--- src/rtl/matmul_host_ctrl.sv ---
`default_nettype none
// ============================================================================
//  Module      : matmul_host_ctrl
//  Description : Host-side sequencer for the matrix-multiply accelerator.
//                Streams matrix X then matrix Y from a valid/ready input into
//                the accelerator's X/Y BRAM write ports, pulses start, waits
//                for a rising edge on done, then reads the Z BRAM back out as
//                a valid/ready output stream.
//  Revision    : 1.0 - initial release
// ----------------------------------------------------------------------------
//  Ports
//    clock                  : single rising-edge clock
//    reset                  : synchronous, active-low
//    in_data/in_valid/in_ready    : input word stream (X words, then Y words)
//    out_data/out_valid/out_ready : Z result word stream
//    job_done               : one-cycle pulse after the final Z handshake
//    busy                   : high from first X handshake until job_done
//    x_din/x_wr_addr/x_wr_en: X BRAM write port
//    y_din/y_wr_addr/y_wr_en: Y BRAM write port
//    start                  : one-cycle accelerator start pulse
//    done                   : accelerator completion flag (edge-detected)
//    z_rd_addr              : Z BRAM read address
//    z_dout                 : Z BRAM read data, one cycle after the address
// ============================================================================
module matmul_host_ctrl #(
    parameter int DATA_WIDTH  = 32,
    parameter int ADDR_WIDTH  = 11,
    parameter int MATRIX_SIZE = 1024
) (
    input  logic                  clock,
    input  logic                  reset,
    input  logic [DATA_WIDTH-1:0] in_data,
    input  logic                  in_valid,
    output logic                  in_ready,
    output logic [DATA_WIDTH-1:0] out_data,
    output logic                  out_valid,
    input  logic                  out_ready,
    output logic                  job_done,
    output logic                  busy,
    output logic [DATA_WIDTH-1:0] x_din,
    output logic [ADDR_WIDTH-1:0] x_wr_addr,
    output logic                  x_wr_en,
    output logic [DATA_WIDTH-1:0] y_din,
    output logic [ADDR_WIDTH-1:0] y_wr_addr,
    output logic                  y_wr_en,
    output logic                  start,
    input  logic                  done,
    output logic [ADDR_WIDTH-1:0] z_rd_addr,
    input  logic [DATA_WIDTH-1:0] z_dout
);

    typedef enum logic [2:0] {
        S_LOAD_X  = 3'd0,
        S_LOAD_Y  = 3'd1,
        S_KICK    = 3'd2,
        S_WAIT    = 3'd3,
        S_RD_ADDR = 3'd4,
        S_RD_DATA = 3'd5,
        S_OUT     = 3'd6
    } state_t;

    localparam logic [ADDR_WIDTH-1:0] c_last_idx = ADDR_WIDTH'(MATRIX_SIZE - 1);
    localparam logic [ADDR_WIDTH-1:0] c_one      = ADDR_WIDTH'(1);
    localparam logic [ADDR_WIDTH-1:0] c_zero     = '0;

    state_t                r_state;
    logic [ADDR_WIDTH-1:0] r_cnt;
    logic                  r_done_prev;
    logic                  r_in_ready;
    logic [DATA_WIDTH-1:0] r_out_data;
    logic                  r_out_valid;
    logic                  r_job_done;
    logic                  r_busy;
    logic [DATA_WIDTH-1:0] r_x_din;
    logic [ADDR_WIDTH-1:0] r_x_wr_addr;
    logic                  r_x_wr_en;
    logic [DATA_WIDTH-1:0] r_y_din;
    logic [ADDR_WIDTH-1:0] r_y_wr_addr;
    logic                  r_y_wr_en;
    logic                  r_start;
    logic [ADDR_WIDTH-1:0] r_z_rd_addr;

    logic w_in_hs;
    logic w_out_hs;
    logic w_done_rise;
    logic w_last;

    assign w_in_hs     = in_valid & r_in_ready;
    assign w_out_hs    = r_out_valid & out_ready;
    assign w_done_rise = done & ~r_done_prev;
    assign w_last      = (r_cnt == c_last_idx);

    always_ff @(posedge clock) begin
        if (!reset) begin
            r_state     <= S_LOAD_X;
            r_cnt       <= c_zero;
            r_done_prev <= 1'b0;
            r_in_ready  <= 1'b0;
            r_out_data  <= '0;
            r_out_valid <= 1'b0;
            r_job_done  <= 1'b0;
            r_busy      <= 1'b0;
            r_x_din     <= '0;
            r_x_wr_addr <= c_zero;
            r_x_wr_en   <= 1'b0;
            r_y_din     <= '0;
            r_y_wr_addr <= c_zero;
            r_y_wr_en   <= 1'b0;
            r_start     <= 1'b0;
            r_z_rd_addr <= c_zero;
        end else begin
            // Single-cycle strobes default low every cycle.
            r_x_wr_en  <= 1'b0;
            r_y_wr_en  <= 1'b0;
            r_start    <= 1'b0;
            r_job_done <= 1'b0;

            case (r_state)
                S_LOAD_X: begin
                    // Re-asserted here so ready comes up one cycle after reset release.
                    r_in_ready <= 1'b1;
                    if (w_in_hs) begin
                        r_x_wr_en   <= 1'b1;
                        r_x_wr_addr <= r_cnt;
                        r_x_din     <= in_data;
                        r_busy      <= 1'b1;
                        if (w_last) begin
                            r_cnt   <= c_zero;
                            r_state <= S_LOAD_Y;
                        end else begin
                            r_cnt <= r_cnt + c_one;
                        end
                    end
                end

                S_LOAD_Y: begin
                    if (w_in_hs) begin
                        r_y_wr_en   <= 1'b1;
                        r_y_wr_addr <= r_cnt;
                        r_y_din     <= in_data;
                        if (w_last) begin
                            r_cnt      <= c_zero;
                            r_in_ready <= 1'b0;
                            r_state    <= S_KICK;
                        end else begin
                            r_cnt <= r_cnt + c_one;
                        end
                    end
                end

                S_KICK: begin
                    // The final Y write is in flight this cycle; start follows it
                    // so the accelerator never sees start alongside a write.
                    r_start     <= 1'b1;
                    // Seed the previous sample high: a done level still asserted
                    // from an earlier job must fall and rise again to count.
                    r_done_prev <= 1'b1;
                    r_state     <= S_WAIT;
                end

                S_WAIT: begin
                    r_done_prev <= done;
                    if (w_done_rise) begin
                        r_cnt       <= c_zero;
                        r_z_rd_addr <= c_zero;
                        r_state     <= S_RD_ADDR;
                    end
                end

                S_RD_ADDR: begin
                    // Address is already registered; this cycle lets the BRAM read.
                    r_state <= S_RD_DATA;
                end

                S_RD_DATA: begin
                    r_out_data  <= z_dout;
                    r_out_valid <= 1'b1;
                    r_state     <= S_OUT;
                end

                S_OUT: begin
                    if (w_out_hs) begin
                        r_out_valid <= 1'b0;
                        if (w_last) begin
                            r_job_done <= 1'b1;
                            r_busy     <= 1'b0;
                            r_cnt      <= c_zero;
                            r_in_ready <= 1'b1;
                            r_state    <= S_LOAD_X;
                        end else begin
                            r_cnt       <= r_cnt + c_one;
                            r_z_rd_addr <= r_cnt + c_one;
                            r_state     <= S_RD_ADDR;
                        end
                    end
                end

                default: begin
                    r_in_ready <= 1'b0;
                    r_state    <= S_LOAD_X;
                end
            endcase
        end
    end

    assign in_ready  = r_in_ready;
    assign out_data  = r_out_data;
    assign out_valid = r_out_valid;
    assign job_done  = r_job_done;
    assign busy      = r_busy;
    assign x_din     = r_x_din;
    assign x_wr_addr = r_x_wr_addr;
    assign x_wr_en   = r_x_wr_en;
    assign y_din     = r_y_din;
    assign y_wr_addr = r_y_wr_addr;
    assign y_wr_en   = r_y_wr_en;
    assign start     = r_start;
    assign z_rd_addr = r_z_rd_addr;

endmodule
`default_nettype wire

--- config.mk ---
export PLATFORM = sky130hd
export DESIGN_NAME = matmul_host_ctrl
export DESIGN_NICKNAME = d
export VERILOG_FILES = /design/src/rtl/matmul_host_ctrl.sv
export SDC_FILE = /design/constraint.sdc
export NUM_CORES = 1
export LEC_CHECK = 0
export ABC_AREA = 1
export CAP_MARGIN = 20
export CORE_UTILIZATION = 45
export CTS_CLUSTER_DIAMETER = 80
export DETAILED_ROUTE_END_ITERATION = 8
export PLACE_DENSITY = 0.78
export SYNTH_ARGS = -nofsm -noshare
export SYNTH_HDL_FRONTEND = slang
export SYNTH_SLANG_ARGS = --single-unit
--- constraint.sdc ---
create_clock -name clock -period 1.9 [get_ports clock]
set_input_delay 0.38 -clock clock [delete_from_list [all_inputs] [get_ports clock]]
set_output_delay 0.38 -clock clock [all_outputs]
set_load 0.02 [all_outputs]
==> flow_summary.yaml, run 1 <==
outcome:
  outcome: "finished clean"
layout:
  finalNetCount: 1004
  antenna_cells_inserted: 0
  nFillCells: 998
  layout.area.seq_um2: 3020
  final_common_cell: "sky130_fd_sc_hd__clkdlybuf4s50_1"
  area_delta_synth_final_pct: 50.3
  final_layout_size_suffix_gt1_share_pct: 6.76
  utilization_pct: 70.5
  mostFrequentLayoutCells: "203 x sky130_fd_sc_hd__clkdlybuf4s50_1, 150 x sky130_fd_sc_hd__dfxtp_1, 128 x sky130_fd_sc_hd__o21ai_0"
  combined_area_of_the_multi_input_logic_cells_um2: 2110
power:
  internal-power_mw: 5.80
  p_comb_share_pct: 7.9
  p_sw_share_pct: 21.8
  irDropWorstVdd_uv: 644
  net-switching-power_mw: 1.62
  powerDensity_nw_per_um2: 865
  power.clock.fraction_pct: 48.0
  leakage_nw: 3.30
  power.share.sequential_pct: 44.2
clocking:
  cts-root-buf: "sky130_fd_sc_hd__clkbuf_16"
  tritoncts.num_buffers: 17
  clock_sinks: 151
  cts.clk_slew.worst_paths_ns: 0.06
  post_cts_setup_buffer_count: 0
  cts.path.max_buffers: 2
  clock_insertion_delay_worst_skew_ns: 0.42
  htree_levels: 4
  cts_tree: "built"
  cts_hold_bufs: 0
  cts_resized: 0
global_routing:
  globalRoute.totalOverflow: 0
  antenna_found_initial: 0
  grt_use_total_pct: 23.5
  grt_pass1_vias: 4902
  groute.layer.met2.usage_pct: 37.1
  global_route.peak_usage_layer: "met2"
  globalRouteMet1Util_pct: 27.8
  grt_max_degree: 61
  gr-usage-met3_pct: 9.26
  grt_first_pass_wirelength_mm: 23.8
flow_run:
  cap_violations: 0
synth:
  synth_seq_cells: 151
  yosys_warnings: 0
  seq_area_frac_synth_pct: 53.0
  syn-instance-count: 742
  synth.avg_cell_area_um2: 7.69
  count_of_distinct_cell_types_in_the_synthesized_netlist: 27
  synth_area_um2: 5710
  syn_nets: 812
critical_path:
  max_stage_delay_ns: 0.62
  family_with_the_most_delay_on_the_worst_path: "buffers and inverters"
  cp_cell_sequence: "clkdlybuf4s50_1"
  arrival_time_of_the_worst_setup_path_ns: 1.41
  timing.rr.start: "r_cnt[0]"
  crit_type: "reg -> out"
  crit_start: "y_din[13]"
  critPathCaptureType: "output port"
  cp.buffers_inverters: 1
  element_type_at_the_critical_path_start: "register"
  rr_endpoint: "z_rd_addr[8]"
  critical_path.slowest_cell: "sky130_fd_sc_hd__clkdlybuf4s50_1"
  timing.reg2reg.worst_path_depth: 9
  critical_path_cell_count: 1
  timing.critical_path.required_ns: 1.52
  reg2reg_slack_ns: 0.14
  critical_path.max_fanout: 2
  cp-endpoint: "y_din[13]"
die:
  floorplan.die.height_um: 115
  die_width_um: 115
  top_level_ports: 205
  fp.coreArea_um2: 12200
  placement_rows: 40
  die_area_um2: 13100
  initial_utilization_pct: 46.9
routing:
  via_per_inst: 4.83
  drc: 0
  first_iter_violations: 291
  wirelength_mm: 15.2
  drt_pre_antenna_iters: 4
  vias: 5383
  routed_wire_length_per_instance_um: 13.6
  antenna_violating_nets_post_route: 0
timing:
  final.setup_skew_ns: 0.00512
  max_freq_mhz: 558
  setup_slack_ns: 0.109
  final-max-slew-violation-count: 0
  timing.final.crit_period_ns: 1.79
  final_min_period_over_clock_period_pct: 94.3
  hold_worst_slack_ns: 0.372
  finalSetupViolations: 0
  worstMarginPinSlew_ns: 0.508
  timing.final.hold_violations: 0
  max_slew_margin_pct: 66.1
hold_path:
  hold_start: "reset"
  worst_hold_path_type: "in -> reg"
placement:
  place_hpwl_mm: 10.5
  preCtsSetupSlack_ns: 0.0668
  place.port_buffers: 204
  routabilityCongestion: 0.858
-- per-layer routing --
layer	vias to the layer above	wire length, um	share of wire (%)
li1	2767	-	-
met1	2396	6610	43
met2	191	6860	45
met3	29	1380	9.1
met4	0	346	2.3
met5	-	0	0
-- synthesized netlist by cell type --
cell type                  instances  area (um^2)
sky130_fd_sc_hd__a211oi_1          1         7.51
sky130_fd_sc_hd__a21oi_1         108          541
sky130_fd_sc_hd__a21oi_2           1         8.76
sky130_fd_sc_hd__a31oi_1           1         6.26
sky130_fd_sc_hd__buf_1             1         3.75
sky130_fd_sc_hd__buf_2             9         45.0
sky130_fd_sc_hd__buf_4             3         22.5
sky130_fd_sc_hd__buf_6             4         45.0
sky130_fd_sc_hd__clkbuf_1         29          109
sky130_fd_sc_hd__clkbuf_2          1         5.00
sky130_fd_sc_hd__dfxtp_1         151         3020
sky130_fd_sc_hd__ha_1              1         12.5
sky130_fd_sc_hd__inv_1            95          357
sky130_fd_sc_hd__inv_2             2         7.51
sky130_fd_sc_hd__nand2_1          72          270
sky130_fd_sc_hd__nand2_2           3         18.8
sky130_fd_sc_hd__nand3_1          21          105
sky130_fd_sc_hd__nand3_4           1         17.5
sky130_fd_sc_hd__nand3b_1          1         7.51
sky130_fd_sc_hd__nand4_1           2         12.5
sky130_fd_sc_hd__nor2_1           97          364
sky130_fd_sc_hd__nor2_2            3         18.8
sky130_fd_sc_hd__nor3_1            1         5.00
sky130_fd_sc_hd__o21ai_0         128          641
sky130_fd_sc_hd__o21ai_2           1         8.76
sky130_fd_sc_hd__xnor2_1           1         8.76
sky130_fd_sc_hd__xor2_1            4         35.0
-- power by group through the flow --
stage                     logic (mW)  registers (mW)  clock network (mW)
final                          0.583            3.27                3.56
after global routing           0.632            3.28                3.76
after CTS                      0.587            3.27                3.62
after detailed placement       0.581            3.34                   0
after global placement         0.579            3.34                   0
after floorplan                0.166            3.42                   0
-- sequential cells by signal (all words and copies together) (netlist names) --
register / cells
busy: 1
x_wr_addr: 11
z_rd_addr: 11
y_din: 32
job_done: 1
x_din: 32
out_valid: 1
r_done_prev: 1
r_state: 3
in_ready: 1
y_wr_addr: 11
r_cnt: 11
out_data: 32
start: 1
y_wr_en: 1
x_wr_en: 1
-- worst min-delay path by stage --
| stage | endpoint | depth (start not counted) | slack (ns) |
|---|---|---|---|
| after floorplan | r_cnt[10] | 2 | 0.45 |
| after global placement | out_data[2] | 2 | 0.43 |
| after CTS | out_data[15] | 3 | 0.36 |
| after detailed placement | x_din[25] | 2 | 0.43 |
| after global routing | out_data[18] | 3 | 0.38 |
| final | out_data[15] | 3 | 0.37 |
-- cells by family after synthesis --
family,after synthesis,share of synthesized area [%]
adders and majority gates,1,0.219
buffers and inverters,144,10.4
xor gates and xnor gates,5,0.768
AOI/OAI and AO/OA,240,21.3
and+or+nand+nor,201,14.4
DFF,151,53.0
-- stage by stage --
stage               instances  TNS [ns]  power [mW]  instance area, um^2
floorplan                 742         0        3.58                 5710
global placement         1083         0        3.92                 7940
detailed placement       1083         0        3.92                 7940
CTS                      1115         0        7.48                 8570
global route             1115  -0.00531        7.67                 8570
finish                   1115         0        7.42                 8570
-- cell type report --
cell class,count,area share (%)
sequential,151,35.3
timing repair buffer,220,26.0
multi-input combinational,447,24.6
clock buffer,20,5.33
inverter,97,4.25
tap,168,2.45
clock inverter,12,2.04
Note: power is estimated with default switching activity, not from simulation.
==> run 2, diff against run 1 <==
--- a/config.mk
+++ b/config.mk
@@ -7,10 +7,10 @@
 export LEC_CHECK = 0
 export ABC_AREA = 1
 export CAP_MARGIN = 20
-export CORE_UTILIZATION = 45
+export CORE_UTILIZATION = 39
 export CTS_CLUSTER_DIAMETER = 80
 export DETAILED_ROUTE_END_ITERATION = 8
-export PLACE_DENSITY = 0.78
+export PLACE_DENSITY = 0.69
 export SYNTH_ARGS = -nofsm -noshare
 export SYNTH_HDL_FRONTEND = slang
 export SYNTH_SLANG_ARGS = --single-unit
==> flow_summary.yaml, run 2 (synthesis results as in run 1) <==
outcome:
  outcome: "finished clean"
critical_path:
  timing.critical_path.required_ns: 1.52
  cp_cell_sequence: "clkdlybuf4s50_1"
  timing.rr.start: "r_cnt[1]"
  arrival_time_of_the_worst_setup_path_ns: 1.39
  element_type_at_the_critical_path_start: "register"
  timing.reg2reg.worst_path_depth: 9
  cp.buffers_inverters: 1
  reg2reg_slack_ns: 0.20
  rr_endpoint: "z_rd_addr[9]"
  critPathCaptureType: "output port"
  critical_path.max_fanout: 2
  critical_path.slowest_cell: "sky130_fd_sc_hd__clkdlybuf4s50_1"
  crit_start: "y_wr_addr[9]"
  crit_type: "reg -> out"
  max_stage_delay_ns: 0.65
  family_with_the_most_delay_on_the_worst_path: "buffers and inverters"
power:
  net-switching-power_mw: 1.51
  irDropWorstVdd_uv: 551
  powerDensity_nw_per_um2: 799
  power.clock.fraction_pct: 42.9
  power.share.sequential_pct: 48.6
  pnr_total_power_mw: 6.75
  leakage_nw: 3.25
  p_comb_share_pct: 8.5
  internal-power_mw: 5.24
  p_sw_share_pct: 22.3
clocking:
  clock_sinks: 151
  htree_levels: 4
  clock_insertion_delay_worst_skew_ns: 0.41
  cts-root-buf: "sky130_fd_sc_hd__clkbuf_16"
  cts.path.max_buffers: 2
  cts.clk_slew.worst_paths_ns: 0.06
  tritoncts.num_buffers: 17
  cts_tree: "built"
  post_cts_setup_buffer_count: 0
die:
  floorplan.die.height_um: 123
  fp.coreArea_um2: 14100
  initial_utilization_pct: 40.5
  die_width_um: 123
  top_level_ports: 205
  placement_rows: 43
  die_area_um2: 15100
timing:
  timing.final.crit_period_ns: 1.77
  final-max-slew-violation-count: 0
  final.setup_skew_ns: 0.00537
  max_freq_mhz: 564
  max_slew_margin_pct: 62.8
  finalSetupViolations: 0
  setup_slack_ns: 0.127
  worstMarginPinSlew_ns: 0.558
  final_min_period_over_clock_period_pct: 93.3
  rsz_0062_raised_after_global_routing: "false"
  timing.final.hold_violations: 0
  final_setup_tns_ns: 0
layout:
  layout.area.seq_um2: 3030
  nFillCells: 1282
  antenna_cells_inserted: 0
  finalNetCount: 1007
  final_common_cell: "sky130_fd_sc_hd__clkdlybuf4s50_1"
  combined_area_of_the_multi_input_logic_cells_um2: 2110
  area_of_all_placed_cells_without_fillers_um2: 8450
  area_delta_synth_final_pct: 48.0
  utilization_pct: 59.9
  final_layout_size_suffix_gt1_share_pct: 6.54
  mostFrequentLayoutCells: "203 x sky130_fd_sc_hd__clkdlybuf4s50_1, 148 x sky130_fd_sc_hd__dfxtp_1, 128 x sky130_fd_sc_hd__o21ai_0"
placement:
  dpl_cell_area_um2: 7940
  preCtsSetupSlack_ns: 0.0378
  place.port_buffers: 204
  routabilityCongestion: 0.823
  place_hpwl_mm: 10.4
global_routing:
  antenna_found_initial: 0
  grt_pass1_vias: 4722
  grt_use_total_pct: 20.1
  globalRoute.totalOverflow: 0
  grt_max_degree: 66
  grt_first_pass_wirelength_mm: 23.3
routing:
  drt_pre_antenna_iters: 5
  drc: 0
  first_iter_violations: 256
  wirelength_mm: 15.0
  routed_wire_length_per_instance_um: 13.3
  via_per_inst: 4.69
  antenna_violating_nets_post_route: 0
  vias: 5293
hold_path:
  hold_start: "reset"
  whs_endpoint: "out_data[21]"
  worst_hold_path_type: "in -> reg"
  hold_path_depth: 3
flow_run:
  cap_violations: 0
==> run 2: cell count changes in the layout (fill, tap and decap cells not counted), moves of 3 or more <==
| cell | delta |
|---|---|
| sky130_fd_sc_hd__buf_12 | -3 |
| sky130_fd_sc_hd__buf_4 | +7 |
| sky130_fd_sc_hd__bufinv_16 | -4 |
| sky130_fd_sc_hd__clkbuf_1 | +5 |
| sky130_fd_sc_hd__clkinvlp_4 | -3 |
==> run 2: how the worst max path moves through the flow <==
stage | to | slack [ns] | cells past startpoint
2_1_floorplan | z_rd_addr[1] | 0.38 | 9
3_3_place_gp | r_cnt[8] | 0.07 | 8
3_5_place_dp | r_cnt[8] | 0.04 | 8
4_1_cts | z_rd_addr[4] | 0.06 | 9
5_1_grt | r_cnt[2] | 0.05 | 7
6_report | y_wr_addr[9] | 0.13 | 1
==> run 2: layout make-up <==
| type | count | share of cell area, % |
|---|---|---|
| Clock buffer | 25 | 5.63 |
| Clock inverter | 5 | 0.296 |
| Inverter | 97 | 4.31 |
| Multi-Input combinational cell | 447 | 25.0 |
| Sequential cell | 151 | 35.8 |
| Tap cell | 180 | 2.67 |
| Timing Repair Buffer | 223 | 26.3 |
==> run 2: worst min-delay path: stages <==
cell,delay (ns)
sky130_fd_sc_hd__buf_4,0.22
sky130_fd_sc_hd__o21ai_0,0.12
sky130_fd_sc_hd__a21oi_1,0.05
==> run 2: what timing repair did <==
action,4_1_cts,5_1_grt
gates resized for setup,0,4
setup endpoints to repair,0,14
hold buffers,0,0
==> run 2: routing by layer <==
metal | wire length (um) | up-vias | GRT usage [%]
li1 | - | 2770 | -
met1 | 6590 | 2350 | 24.8
met2 | 6720 | 158 | 30.9
met3 | 1510 | 15 | 9.78
met4 | 154 | 0 | 5.41
met5 | 0 | - | 0
==> run 2: power groups by stage <==
stage / clock, mW / combinational [mW] / sequential, mW
after global routing: 3.11 / 0.626 / 3.28
after CTS: 2.96 / 0.579 / 3.28
after global placement: 0 / 0.575 / 3.34
after detailed placement: 0 / 0.576 / 3.35
final: 2.90 / 0.575 / 3.28
after floorplan: 0 / 0.166 / 3.42
==> run 2: stage by stage <==
step,hold WS (ns),std cells
6_report,0.401,1128
5_1_grt,0.407,1128
4_1_cts,0.395,1128
3_5_place_dp,0.434,1098
3_3_place_gp,0.429,1098
2_1_floorplan,0.448,742
